### config.mk
export PLATFORM = sky130hd
export DESIGN_NAME = pbit_sample_collector
export DESIGN_NICKNAME = d
export VERILOG_FILES = /design/src/rtl/pbit_pkg.sv /design/src/rtl/pbit_sample_collector_sync_fifo.sv /design/src/rtl/pbit_sample_collector.sv
export SDC_FILE = /design/constraint.sdc
export NUM_CORES = 1
export LEC_CHECK = 0
export CAP_MARGIN = 20
export CORE_ASPECT_RATIO = 2
export CORE_MARGIN = 2
export CORE_UTILIZATION = 58
export DETAILED_ROUTE_END_ITERATION = 12
export PLACE_DENSITY = 0.88
export SKIP_CTS_REPAIR_TIMING = 1
export SYNTH_ARGS = -nofsm -noshare
export SYNTH_HDL_FRONTEND = slang
export SYNTH_SLANG_ARGS = --single-unit
### constraint.sdc
create_clock -name clk -period 3.1 [get_ports clk]
set_input_delay 0.62 -clock clk [delete_from_list [all_inputs] [get_ports clk]]
set_output_delay 0.62 -clock clk [all_outputs]
set_load 0.005 [all_outputs]
### src/rtl/pbit_pkg.sv
// Purpose: shared defaults, collector FSM state type and saturating increment helper.
// Latency: n/a (declarations only).
// Backpressure: n/a.
// Contents: NUM_OUT/CNT_W/FIFO/BURN/DECIMATE defaults, collect_state_t, sat_inc().
package pbit_pkg;

  localparam int unsigned NUM_OUT_DEF    = 8;
  localparam int unsigned CNT_W_DEF      = 16;
  localparam int unsigned FIFO_DEPTH_DEF = 16;
  localparam int unsigned BURN_IN_DEF    = 64;
  localparam int unsigned DECIMATE_DEF   = 2;

  typedef enum logic [1:0] {
    IDLE    = 2'd0,
    BURN    = 2'd1,
    COLLECT = 2'd2
  } collect_state_t;

  // Increment that sticks at the all-ones value of a 'width'-bit counter.
  // Callers widen their counter to 32 bits and truncate the result back.
  function automatic logic [31:0] sat_inc(input logic [31:0] val, input int unsigned width);
    logic [31:0] max_val;
    max_val = (width >= 32) ? 32'hFFFF_FFFF : ((32'd1 << width) - 32'd1);
    return (val >= max_val) ? val : (val + 32'd1);
  endfunction

endpackage

### src/rtl/pbit_sample_collector_sync_fifo.sv
// Purpose: synchronous show-ahead FIFO; head entry is always presented on pop_dat.
// Latency: a push into an empty FIFO is visible on pop_dat/!empty the next cycle.
// Backpressure: full is reported; push while full is discarded unless a pop happens in the same cycle.
// Ports: clk, reset (sync, active high); push/push_dat write side; pop/pop_dat read side;
//        full, empty status. Pop on an empty FIFO is ignored.
module sync_fifo
  import pbit_pkg::*;
#(
  parameter int unsigned WIDTH = 8,
  parameter int unsigned DEPTH = 16
) (
  input  logic             clk,
  input  logic             reset,
  input  logic             push,
  input  logic [WIDTH-1:0] push_dat,
  input  logic             pop,
  output logic [WIDTH-1:0] pop_dat,
  output logic             full,
  output logic             empty
);

  localparam int unsigned AW = $clog2(DEPTH);

  // Pointers carry one extra wrap bit so full and empty are distinguishable
  // when the index bits match.
  logic [AW:0]      wr_ptr_q, wr_ptr_d;
  logic [AW:0]      rd_ptr_q, rd_ptr_d;
  logic [WIDTH-1:0] mem_q [DEPTH];
  logic [WIDTH-1:0] mem_d [DEPTH];
  logic             push_ok;
  logic             pop_ok;

  always_comb begin
    empty = (wr_ptr_q == rd_ptr_q);
    full  = (wr_ptr_q[AW] != rd_ptr_q[AW]) && (wr_ptr_q[AW-1:0] == rd_ptr_q[AW-1:0]);
  end

  always_comb begin
    pop_ok  = pop & ~empty;
    // A simultaneous pop frees the head slot, so a push into a full FIFO
    // lands in the slot being vacated.
    push_ok = push & (~full | pop_ok);

    wr_ptr_d = wr_ptr_q;
    rd_ptr_d = rd_ptr_q;
    mem_d    = mem_q;

    if (push_ok) begin
      mem_d[wr_ptr_q[AW-1:0]] = push_dat;
      wr_ptr_d = wr_ptr_q + 1'b1;
    end
    if (pop_ok) begin
      rd_ptr_d = rd_ptr_q + 1'b1;
    end
  end

  always_ff @(posedge clk) begin
    if (reset) begin
      wr_ptr_q <= '0;
      rd_ptr_q <= '0;
      mem_q    <= '{default: '0};
    end else begin
      wr_ptr_q <= wr_ptr_d;
      rd_ptr_q <= rd_ptr_d;
      mem_q    <= mem_d;
    end
  end

  // Head is read straight from the storage flops; forced to zero when empty
  // so the stream data is clean between bursts.
  assign pop_dat = empty ? '0 : mem_q[rd_ptr_q[AW-1:0]];

endmodule

### src/rtl/pbit_sample_collector.sv
// Purpose: per-sweep sampler of the p-bit output vector with burn-in, decimation, hit/drop statistics.
// Latency: sample pushed on the sweep_tick edge, on m_data/m_valid one cycle later if the FIFO was empty.
// Backpressure: valid/ready stream; with the FIFO full and no pop, new samples are dropped and counted.
// Ports: clk, reset (sync, active high); enable (rising edge starts a run, low stops);
//        sweep_tick/pbit_out sample strobe and data; target hit pattern;
//        m_valid/m_ready/m_data sample stream; sample_cnt/hit_cnt/drop_cnt saturating stats;
//        collecting high while capturing.
module pbit_sample_collector
  import pbit_pkg::*;
#(
  parameter int unsigned NUM_OUT    = NUM_OUT_DEF,
  parameter int unsigned FIFO_DEPTH = FIFO_DEPTH_DEF,
  parameter int unsigned BURN_IN    = BURN_IN_DEF,
  parameter int unsigned DECIMATE   = DECIMATE_DEF,
  parameter int unsigned CNT_W      = CNT_W_DEF
) (
  input  logic               clk,
  input  logic               reset,
  input  logic               enable,
  input  logic               sweep_tick,
  input  logic [NUM_OUT-1:0] pbit_out,
  input  logic [NUM_OUT-1:0] target,
  output logic               m_valid,
  input  logic               m_ready,
  output logic [NUM_OUT-1:0] m_data,
  output logic [CNT_W-1:0]   sample_cnt,
  output logic [CNT_W-1:0]   hit_cnt,
  output logic [CNT_W-1:0]   drop_cnt,
  output logic               collecting
);

  localparam int unsigned BW = (BURN_IN < 2) ? 1 : $clog2(BURN_IN);
  localparam int unsigned DW = (DECIMATE < 1) ? 1 : $clog2(DECIMATE + 1);
  localparam logic [BW-1:0] BURN_LAST = BW'((BURN_IN > 0) ? (BURN_IN - 1) : 0);
  localparam logic [DW-1:0] DEC_LAST  = DW'(DECIMATE);

  collect_state_t   state_q, state_d;
  logic             enable_q, enable_d;
  logic [BW-1:0]    burn_q, burn_d;
  logic [DW-1:0]    dec_q, dec_d;
  logic [CNT_W-1:0] sample_cnt_q, sample_cnt_d;
  logic [CNT_W-1:0] hit_cnt_q, hit_cnt_d;
  logic [CNT_W-1:0] drop_cnt_q, drop_cnt_d;

  logic en_rise;
  logic capture;
  logic pop_fire;
  logic fifo_full;
  logic fifo_empty;

  always_comb begin
    state_d      = state_q;
    enable_d     = enable;
    burn_d       = burn_q;
    dec_d        = dec_q;
    sample_cnt_d = sample_cnt_q;
    hit_cnt_d    = hit_cnt_q;
    drop_cnt_d   = drop_cnt_q;
    capture      = 1'b0;

    en_rise  = enable & ~enable_q;
    pop_fire = m_ready & ~fifo_empty;

    if (!enable) begin
      // Dropping enable wins over everything, including a tick this cycle.
      state_d = IDLE;
    end else begin
      unique case (state_q)
        IDLE: begin
          if (en_rise) begin
            state_d      = BURN;
            burn_d       = '0;
            dec_d        = '0;
            sample_cnt_d = '0;
            hit_cnt_d    = '0;
            drop_cnt_d   = '0;
          end
        end
        BURN: begin
          if (BURN_IN == 0) begin
            state_d = COLLECT;
            dec_d   = '0;
          end else if (sweep_tick) begin
            if (burn_q == BURN_LAST) begin
              state_d = COLLECT;
              burn_d  = '0;
              dec_d   = '0;
            end else begin
              burn_d = burn_q + 1'b1;
            end
          end
        end
        COLLECT: begin
          if (sweep_tick) begin
            // Capture on phase 0, then skip DECIMATE sweeps.
            capture = (dec_q == '0);
            dec_d   = (dec_q == DEC_LAST) ? '0 : (dec_q + 1'b1);
          end
        end
        default: state_d = IDLE;
      endcase
    end

    if (capture) begin
      sample_cnt_d = CNT_W'(sat_inc(32'(sample_cnt_q), CNT_W));
      if (pbit_out == target) begin
        hit_cnt_d = CNT_W'(sat_inc(32'(hit_cnt_q), CNT_W));
      end
      if (fifo_full && !pop_fire) begin
        drop_cnt_d = CNT_W'(sat_inc(32'(drop_cnt_q), CNT_W));
      end
    end
  end

  always_ff @(posedge clk) begin
    if (reset) begin
      state_q      <= IDLE;
      enable_q     <= 1'b0;
      burn_q       <= '0;
      dec_q        <= '0;
      sample_cnt_q <= '0;
      hit_cnt_q    <= '0;
      drop_cnt_q   <= '0;
    end else begin
      state_q      <= state_d;
      enable_q     <= enable_d;
      burn_q       <= burn_d;
      dec_q        <= dec_d;
      sample_cnt_q <= sample_cnt_d;
      hit_cnt_q    <= hit_cnt_d;
      drop_cnt_q   <= drop_cnt_d;
    end
  end

  sync_fifo #(
    .WIDTH (NUM_OUT),
    .DEPTH (FIFO_DEPTH)
  ) u_fifo (
    .clk      (clk),
    .reset    (reset),
    .push     (capture),
    .push_dat (pbit_out),
    .pop      (m_ready),
    .pop_dat  (m_data),
    .full     (fifo_full),
    .empty    (fifo_empty)
  );

  assign m_valid    = ~fifo_empty;
  assign sample_cnt = sample_cnt_q;
  assign hit_cnt    = hit_cnt_q;
  assign drop_cnt   = drop_cnt_q;
  assign collecting = (state_q == COLLECT);

endmodule

==> out/summary.json, run 1 <==
{
  "setup.reg_to_reg.worst_slack": {"value": 0.43, "unit": "ns"},
  "globalplace.congestion": {"value": 0.914},
  "grt.overflow.total": {"value": 0},
  "maxCapViolCount": {"value": 0},
  "stdcell_count": {"value": 1291},
  "layout_min_cycle_time": {"value": 3.26, "unit": "ns"},
  "post-synth-top-count-cell": {"value": "sky130_fd_sc_hd__dfxtp_1"},
  "total_leakage_power": {"value": 4.49, "unit": "nW"},
  "yosys.cell_types.count": {"value": 67},
  "number_of_global_route_vias_before_repair": {"value": 7964},
  "rr_startpoint": {"value": "u_fifo.rd_ptr_q[0]"},
  "top_cells_by_area_in_the_synthesized_netlist": {"value": "sky130_fd_sc_hd__dfxtp_1, sky130_fd_sc_hd__mux2i_1, sky130_fd_sc_hd__mux4_2"},
  "async_flop_share": {"value": 0, "unit": "%"},
  "synth_top_family_by_area": {"value": "multiplexers"},
  "critical_path_class": {"value": "flop to output port"},
  "fp.dieArea": {"value": 17700, "unit": "µm²"},
  "setup_slack": {"value": -0.162, "unit": "ns"},
  "max_stage_delay": {"value": 0.51, "unit": "ns"},
  "critPathCaptureType": {"value": "output port"},
  "clk_root_buffer_cell": {"value": "sky130_fd_sc_hd__clkbuf_16"},
  "timing_worst_slew_pin_value": {"value": 0.969, "unit": "ns"},
  "floorplan.initialDensity": {"value": 59.2, "unit": "%"},
  "path_cells": {"value": "buf_6, clkbuf_16, buf_4, mux4_2, mux4_2, nor2b_1, dlymetal6s2s_1"},
  "drt_pre_antenna_iters": {"value": 5},
  "die_y": {"value": 186, "unit": "µm"},
  "htree_levels": {"value": 4},
  "critPathLaunchType": {"value": "flop"},
  "antennaDiodeCount": {"value": 0},
  "clkSlewWorstSetupHoldPaths": {"value": 0.07, "unit": "ns"},
  "syn_nets": {"value": 998},
  "hold_violations": {"value": 0},
  "largest_net_degree_at_the_start_of_global_routing": {"value": 72},
  "width_of_the_die": {"value": 95.1, "unit": "µm"},
  "worstPathRequired": {"value": 2.48, "unit": "ns"},
  "postSynthRegisterBits": {"value": 197},
  "vias_per_cell": {"value": 6.54},
  "synth_edf_count": {"value": 0},
  "run_status": {"value": "complete, but fails checks"},
  "worst_r2r_endpoint": {"value": "drop_cnt[6]"},
  "grt_pass1_wl": {"value": 40700, "unit": "µm"},
  "finalNetCount": {"value": 1104},
  "design_power_total": {"value": 0.00499, "unit": "W"},
  "cts_max_path_buffers": {"value": 2},
  "number_of_antenna_violations_at_the_first_check_in_global_routing": {"value": 0},
  "rsz0062_at_grt": {"value": "true"},
  "power_per_cell_area": {"value": 427, "unit": "nW/µm²"},
  "yosysSeqAreaShare": {"value": 41.0, "unit": "%"},
  "cp_startpoint": {"value": "u_fifo.rd_ptr_q[0]"},
  "post_synth.cell_area_avg": {"value": 9.94, "unit": "µm²"},
  "route.detailed.drc": {"value": 0},
  "report.final.setup_viol": {"value": 5},
  "worst_path_most_repeated_cell": {"value": "sky130_fd_sc_hd__mux4_2"},
  "critPathCapture": {"value": "m_data[0]"},
  "critical_path.slowest_cell": {"value": "sky130_fd_sc_hd__mux4_2"},
  "numCtsBuffers": {"value": 17},
  "num_rows": {"value": 66},
  "place.detailed.hpwl": {"value": 17400, "unit": "µm"},
  "skew": {"value": 0.0147, "unit": "ns"},
  "ir_drop": {"value": 498, "unit": "µV"},
  "drt_antenna_net_count": {"value": 0},
  "cts_tree": {"value": "done"},
  "ys_top_cells_by_count": {"value": "sky130_fd_sc_hd__dfxtp_1, sky130_fd_sc_hd__nor2_1, sky130_fd_sc_hd__mux2i_1, sky130_fd_sc_hd__nand2_1, sky130_fd_sc_hd__clkbuf_1"},
  "report.final.slew_viol_count": {"value": 0},
  "clock_insertion_delay_worst_skew": {"value": 0.45, "unit": "ns"},
  "clock.fmax": {"value": 0.307, "unit": "GHz"},
  "netlist.top_cell.by_area": {"value": "sky130_fd_sc_hd__dfxtp_1"},
  "drive_gt1_share": {"value": 17.3, "unit": "%"},
  "synthSimpleGateAreaFrac": {"value": 17.6, "unit": "%"},
  "cp.arrival": {"value": 2.64, "unit": "ns"},
  "synth_top_area_share": {"value": 41.0, "unit": "%"},
  "syn_area": {"value": 9620, "unit": "µm²"},
  "worstHoldPathType": {"value": "flop to flop"},
  "core_region_area": {"value": 16300, "unit": "µm²"},
  "failed_checks": {"value": "negative setup slack"},
  "yosys.area_share.adder": {"value": 1.17, "unit": "%"},
  "grt_usage": {"value": 30.1, "unit": "%"},
  "crit_fanout": {"value": 7},
  "ioPinCount": {"value": 79},
  "drt_first_iter_violations": {"value": 660},
  "ys_dominant_reg_cell": {"value": "sky130_fd_sc_hd__dfxtp_1"},
  "period_share": {"value": 105, "unit": "%"},
  "layout-area-overhead-vs-synth": {"value": 21.6, "unit": "%"},
  "synthCells": {"value": 968},
  "synthMuxAreaShare": {"value": 24.6, "unit": "%"},
  "dp_cells": {"value": 1233},
  "totalWireLength": {"value": 27600, "unit": "µm"},
  "cts_sinks": {"value": 197},
  "synth.yosys.warnings": {"value": 0},
  "max_slew_margin": {"value": 35.1, "unit": "%"},
  "io_buffer_count": {"value": 78},
  "detail_route.wl_per_cell": {"value": 21.4, "unit": "µm"},
  "yosys.area_share.xor_xnor": {"value": 2.81, "unit": "%"},
  "placedInstanceArea": {"value": 10800, "unit": "µm²"},
  "rr_worst_depth": {"value": 7},
  "route.vias.total": {"value": 8438},
  "share_of_the_synthesized_area_in_compound_gates_ao_oa_aoi_oai": {"value": 9.24, "unit": "%"},
  "final_cell_area": {"value": 11700, "unit": "µm²"}
}
[worst max-delay path, delay by kind of cell, from the launching register on]
| family | cells | cell delay (ns) |
|---|---|---|
| DFF | 1 | 0.45 |
| buffers and inverters | 4 | 0.58 |
| muxes | 2 | 1.00 |
| and+or+nand+nor | 1 | 0.18 |
[sequential cells by signal, indices dropped and copies added (netlist names)]
| register | count |
|---|---|
| sample_cnt | 16 |
| enable_q | 1 |
| dec_q | 2 |
| u_fifo.rd_ptr_q | 5 |
| drop_cnt | 16 |
| u_fifo.wr_ptr_q | 5 |
| hit_cnt | 16 |
| u_fifo.mem_q | 128 |
| burn_q | 6 |
| state_q | 2 |
[stage by stage]
stage / setup WS [ns] / util (%) / TNS [ns] / hold slack [ns]
floorplan: 0.325 / - / 0 / 0.455
global placement: 0.165 / 66.5 / 0 / 0.467
detailed placement: 0.00999 / 66.5 / 0 / 0.475
CTS: -0.255 / 70.1 / -1.95 / 0.489
global route: -0.181 / 71.9 / -0.618 / 0.506
finish: -0.162 / 71.9 / -0.465 / 0.484
[area by class of cell]
type / instances / area, µm²
clock buffer: 18 / 429
clock inverter: 14 / 164
fill: 1084 / 4570
inverter: 12 / 45.0
multi-input combinational: 689 / 5350
sequential: 197 / 3950
tap: 204 / 255
timing repair buffer: 157 / 1500
[cell families after synthesis]
group                    Yosys count
AO/OA/AOI/OAI                    112
XOR/XNOR                          30
adder cells (fa/ha/maj)            9
buffers and inverters             82
flip-flops                       197
multiplexers                     186
AND/OR/NAND/NOR                  352
[worst min path at each step]
stage,depth (start not counted),slack (ns),from,end
after CTS,2,0.49,burn_q[4],burn_q[4]
after global routing,2,0.51,u_fifo.mem_q[67],u_fifo.mem_q[67]
final,2,0.48,burn_q[4],burn_q[4]
after detailed placement,2,0.48,u_fifo.mem_q[8],u_fifo.mem_q[8]
after global placement,2,0.47,u_fifo.mem_q[14],u_fifo.mem_q[14]
after floorplan,2,0.45,u_fifo.mem_q[10],u_fifo.mem_q[10]
[power by group]
part           switching, W  internal [W]
Sequential       0.00000368       0.00253
Combinational      0.000139     0.0000736
Clock               0.00110       0.00115
[cells in the final DEF, fill, tap and decap left out, types with 8 or more instances in the layout]
| master | Yosys | final |
|---|---|---|
| sky130_fd_sc_hd__a21oi_1 | 29 | 29 |
| sky130_fd_sc_hd__and3_1 | 9 | 9 |
| sky130_fd_sc_hd__buf_4 | 2 | 69 |
| sky130_fd_sc_hd__clkbuf_16 | 0 | 20 |
| sky130_fd_sc_hd__clkdlybuf4s50_1 | 0 | 69 |
| sky130_fd_sc_hd__dfxtp_1 | 197 | 194 |
| sky130_fd_sc_hd__ha_1 | 9 | 9 |
| sky130_fd_sc_hd__inv_1 | 11 | 11 |
| sky130_fd_sc_hd__mux2i_1 | 144 | 144 |
| sky130_fd_sc_hd__mux4_2 | 40 | 40 |
| sky130_fd_sc_hd__nand2_1 | 49 | 49 |
| sky130_fd_sc_hd__nand3_1 | 32 | 32 |
| sky130_fd_sc_hd__nand4_1 | 28 | 28 |
| sky130_fd_sc_hd__nor2_1 | 167 | 166 |
| sky130_fd_sc_hd__nor2b_1 | 15 | 14 |
| sky130_fd_sc_hd__o21ai_0 | 17 | 17 |
| sky130_fd_sc_hd__or3_1 | 8 | 8 |
| sky130_fd_sc_hd__xor2_1 | 22 | 22 |
[layer usage]
| metal | GRT usage, % | up-vias | wire (µm) |
|---|---|---|---|
| li1 | - | 3716 | - |
| met1 | 30.8 | 4097 | 9400 |
| met2 | 53.9 | 467 | 14400 |
| met3 | 5.36 | 158 | 1770 |
| met4 | 21.3 | 0 | 2060 |
| met5 | 0 | - | 0 |
Power figures use the tool's default switching activity.
==> inputs of run 2 (changes only) <==
--- a/config.mk
+++ b/config.mk
@@ -10,7 +10,7 @@
 export CORE_MARGIN = 2
 export CORE_UTILIZATION = 58
 export DETAILED_ROUTE_END_ITERATION = 12
-export PLACE_DENSITY = 0.88
+export PLACE_DENSITY = 0.8
 export SKIP_CTS_REPAIR_TIMING = 1
 export SYNTH_ARGS = -nofsm -noshare
 export SYNTH_HDL_FRONTEND = slang
==> run 2 against run 1 <==
The flow still finishes with violations (negative setup slack). Global-route usage fell by 1.2 points. Sequential power barely moved. Sequential share of layout area up 0.59 points. Worst setup slack got worse by 0.029 ns. Highest routed layer unchanged.
==> out/summary.json, run 2 (same netlist as run 1, synthesis figures left out) <==
{
  "run_status": {"value": "complete, but fails checks", "change": "unchanged"},
  "failed_checks": {"value": "negative setup slack", "change": "unchanged"},
  "largest-register": {"value": "u_fifo.mem_q", "change": "unchanged"},
  "layout-area-overhead-vs-synth": {"value": 19.4, "unit": "%", "change": "was 21.6%"},
  "worstPathRequired": {"value": 2.48, "unit": "ns", "change": "about the same"},
  "ir_drop": {"value": 428, "unit": "µV", "change": "was 498 µV"},
  "most_common_cell_after_layout_fill_and_taps_aside": {"value": "sky130_fd_sc_hd__dfxtp_1", "change": "unchanged"},
  "critPathCaptureType": {"value": "output port", "change": "unchanged"},
  "power_per_cell_area": {"value": 427, "unit": "nW/µm²", "change": "about the same"},
  "final_cell_area": {"value": 11500, "unit": "µm²", "change": "was 11,700 µm²"},
  "fillers": {"value": 1223, "change": "was 1,084"},
  "most_frequent_cells_in_the_layout": {"value": "sky130_fd_sc_hd__dfxtp_1, sky130_fd_sc_hd__nor2_1, sky130_fd_sc_hd__mux2i_1, sky130_fd_sc_hd__clkdlybuf4s50_1, sky130_fd_sc_hd__buf_4", "change": "unchanged"},
  "totalWireLength": {"value": 25000, "unit": "µm", "change": "was 27,600 µm"},
  "drt_pre_antenna_iters": {"value": 5, "change": "unchanged"},
  "fin_setup_tns": {"value": -0.405, "unit": "ns", "change": "was -0.465 ns"},
  "drt_antenna_net_count": {"value": 0, "change": "unchanged"},
  "setup_slack": {"value": -0.191, "unit": "ns", "change": "was -0.162 ns"},
  "layout.area.seq": {"value": 3950, "unit": "µm²", "change": "about the same"},
  "place.detailed.hpwl": {"value": 17400, "unit": "µm", "change": "about the same"},
  "layout_min_cycle_time": {"value": 3.29, "unit": "ns", "change": "was 3.26 ns"},
  "cp.arrival": {"value": 2.67, "unit": "ns", "change": "was 2.64 ns"},
  "cts_sinks": {"value": 197, "change": "unchanged"},
  "width_of_the_die": {"value": 95.1, "unit": "µm", "change": "unchanged"},
  "hold_slack": {"value": 0.490, "unit": "ns", "change": "was 0.484 ns"},
  "fp.dieArea": {"value": 17700, "unit": "µm²", "change": "unchanged"},
  "critPathLaunchType": {"value": "flop", "change": "unchanged"},
  "grt_usage": {"value": 29.0, "unit": "%", "change": "was 30.1%"},
  "placedInstanceArea": {"value": 10800, "unit": "µm²", "change": "about the same"},
  "report.final.slew_viol_count": {"value": 0, "change": "unchanged"},
  "core_region_area": {"value": 16300, "unit": "µm²", "change": "unchanged"},
  "detail_route.wl_per_cell": {"value": 19.6, "unit": "µm", "change": "was 21.4 µm"},
  "route.vias.total": {"value": 7890, "change": "was 8,438"},
  "clock.fmax": {"value": 0.304, "unit": "GHz", "change": "was 0.307 GHz"},
  "rsz0062_at_grt": {"value": "true", "change": "unchanged"},
  "grt_pass1_wl": {"value": 39400, "unit": "µm", "change": "was 40,700 µm"},
  "globalplace.congestion": {"value": 0.817, "change": "was 0.914"},
  "drt_first_iter_violations": {"value": 539, "change": "was 660"},
  "antennaDiodeCount": {"value": 0, "change": "unchanged"},
  "dp_cells": {"value": 1237, "change": "was 1,233"},
  "clkSlewWorstSetupHoldPaths": {"value": 0.07, "unit": "ns", "change": "about the same"},
  "number_of_antenna_violations_at_the_first_check_in_global_routing": {"value": 0, "change": "unchanged"},
  "cts_tree": {"value": "done", "change": "unchanged"},
  "detailedPlace.worstSlack": {"value": 0.124, "unit": "ns", "change": "was 0.00999 ns"},
  "drive_gt1_share": {"value": 15.7, "unit": "%", "change": "was 17.3%"},
  "multi_input_area": {"value": 5350, "unit": "µm²", "change": "unchanged"},
  "grt.overflow.total": {"value": 0, "change": "unchanged"},
  "report.final.setup_viol": {"value": 3, "change": "was 5"},
  "largest_reg_flops": {"value": 128, "change": "unchanged"},
  "num_rows": {"value": 66, "change": "unchanged"},
  "finalNetCount": {"value": 1086, "change": "was 1,104"},
  "crit_fanout": {"value": 10, "change": "was 7"},
  "cts_max_path_buffers": {"value": 2, "change": "unchanged"},
  "clk_root_buffer_cell": {"value": "sky130_fd_sc_hd__clkbuf_16", "change": "unchanged"},
  "hold_violations": {"value": 0, "change": "unchanged"},
  "stdcell_count": {"value": 1272, "change": "was 1,291"},
  "vias_per_cell": {"value": 6.20, "change": "was 6.54"},
  "numCtsBuffers": {"value": 17, "change": "unchanged"},
  "floorplan.initialDensity": {"value": 59.2, "unit": "%", "change": "unchanged"},
  "maxCapViolCount": {"value": 0, "change": "unchanged"},
  "clock_insertion_delay_worst_skew": {"value": 0.44, "unit": "ns", "change": "was 0.45 ns"},
  "route.detailed.drc": {"value": 0, "change": "unchanged"},
  "skew": {"value": 0.0117, "unit": "ns", "change": "was 0.0147 ns"},
  "worstHoldPathType": {"value": "flop to flop", "change": "unchanged"},
  "timing_worst_slew_pin_value": {"value": 1.02, "unit": "ns", "change": "was 0.969 ns"},
  "die_y": {"value": 186, "unit": "µm", "change": "unchanged"},
  "period_share": {"value": 106, "unit": "%", "change": "was 105%"},
  "critical_path_class": {"value": "flop to output port", "change": "unchanged"},
  "total_leakage_power": {"value": 4.35, "unit": "nW", "change": "was 4.49 nW"},
  "htree_levels": {"value": 4, "change": "unchanged"},
  "ioPinCount": {"value": 79, "change": "unchanged"},
  "max_slew_margin": {"value": 32.0, "unit": "%", "change": "was 35.1%"},
  "number_of_global_route_vias_before_repair": {"value": 7939, "change": "was 7,964"},
  "io_buffer_count": {"value": 78, "change": "unchanged"},
  "largest_net_degree_at_the_start_of_global_routing": {"value": 52, "change": "was 72"}
}
run 2: cell types whose count changed in the layout (fill, tap and decap cells not counted), moves of 2 or more:
cell and change:
sky130_fd_sc_hd__buf_4 -12, sky130_fd_sc_hd__clkbuf_16 -2, sky130_fd_sc_hd__inv_8 -2, sky130_fd_sc_hd__buf_6 -2
sky130_fd_sc_hd__clkdlybuf4s50_1 +2, sky130_fd_sc_hd__clkinvlp_4 +2
run 2: metrics by stage:
stage | total power (W) | utilization (%)
3_3_place_gp | 0.00280 | 66.5
5_1_grt | 0.00504 | 70.6
2_1_floorplan | 0.00271 | -
6_report | 0.00491 | 70.6
4_1_cts | 0.00492 | 70.0
3_5_place_dp | 0.00280 | 66.5
run 2: cell type report:
| type | instances | area share, % |
|---|---|---|
| multi-input cells | 689 | 46.6 |
| flip-flops and latches | 197 | 34.4 |
| repair buffers | 139 | 11.5 |
| clock buffers | 17 | 3.70 |
| well taps | 204 | 2.22 |
| clock inverters | 14 | 1.26 |
| inverters | 12 | 0.392 |
run 2: final timing paths:
check | start | to | slack [ns] | cells after the start
worst min register to register | sample_cnt[15] | sample_cnt[15] | 0.49 | 2
worst max register to register | u_fifo.rd_ptr_q[0] | u_fifo.mem_q[120] | 0.52 | 7
worst min-delay path | sample_cnt[15] | sample_cnt[15] | 0.49 | 2
worst max-delay path | u_fifo.rd_ptr_q[0] | m_data[2] | -0.19 | 5
run 2: metal layers:
| layer | track usage [%] | part of all wire [%] | wire length (µm) |
|---|---|---|---|
| met5 | 0 | 0 | 0 |
| met4 | 18.6 | 6.1 | 1520 |
| met3 | 3.87 | 4.3 | 1070 |
| met2 | 52.7 | 54 | 13400 |
| met1 | 30.5 | 36 | 8970 |
run 2: power breakdown:
| part | switching (W) | internal [W] |
|---|---|---|
| Sequential | 0.00000358 | 0.00253 |
| Clock | 0.00103 | 0.00113 |
| Combinational | 0.000136 | 0.0000737 |
| Total | 0.00117 | 0.00373 |
run 2: critical path, stage by stage, from the launching register on:
cell	delay (ns)
sky130_fd_sc_hd__dfxtp_4	0.41
sky130_fd_sc_hd__buf_12	0.17
sky130_fd_sc_hd__mux4_2	0.53
sky130_fd_sc_hd__mux4_2	0.51
sky130_fd_sc_hd__nor2b_1	0.17
sky130_fd_sc_hd__clkdlybuf4s50_1	0.44
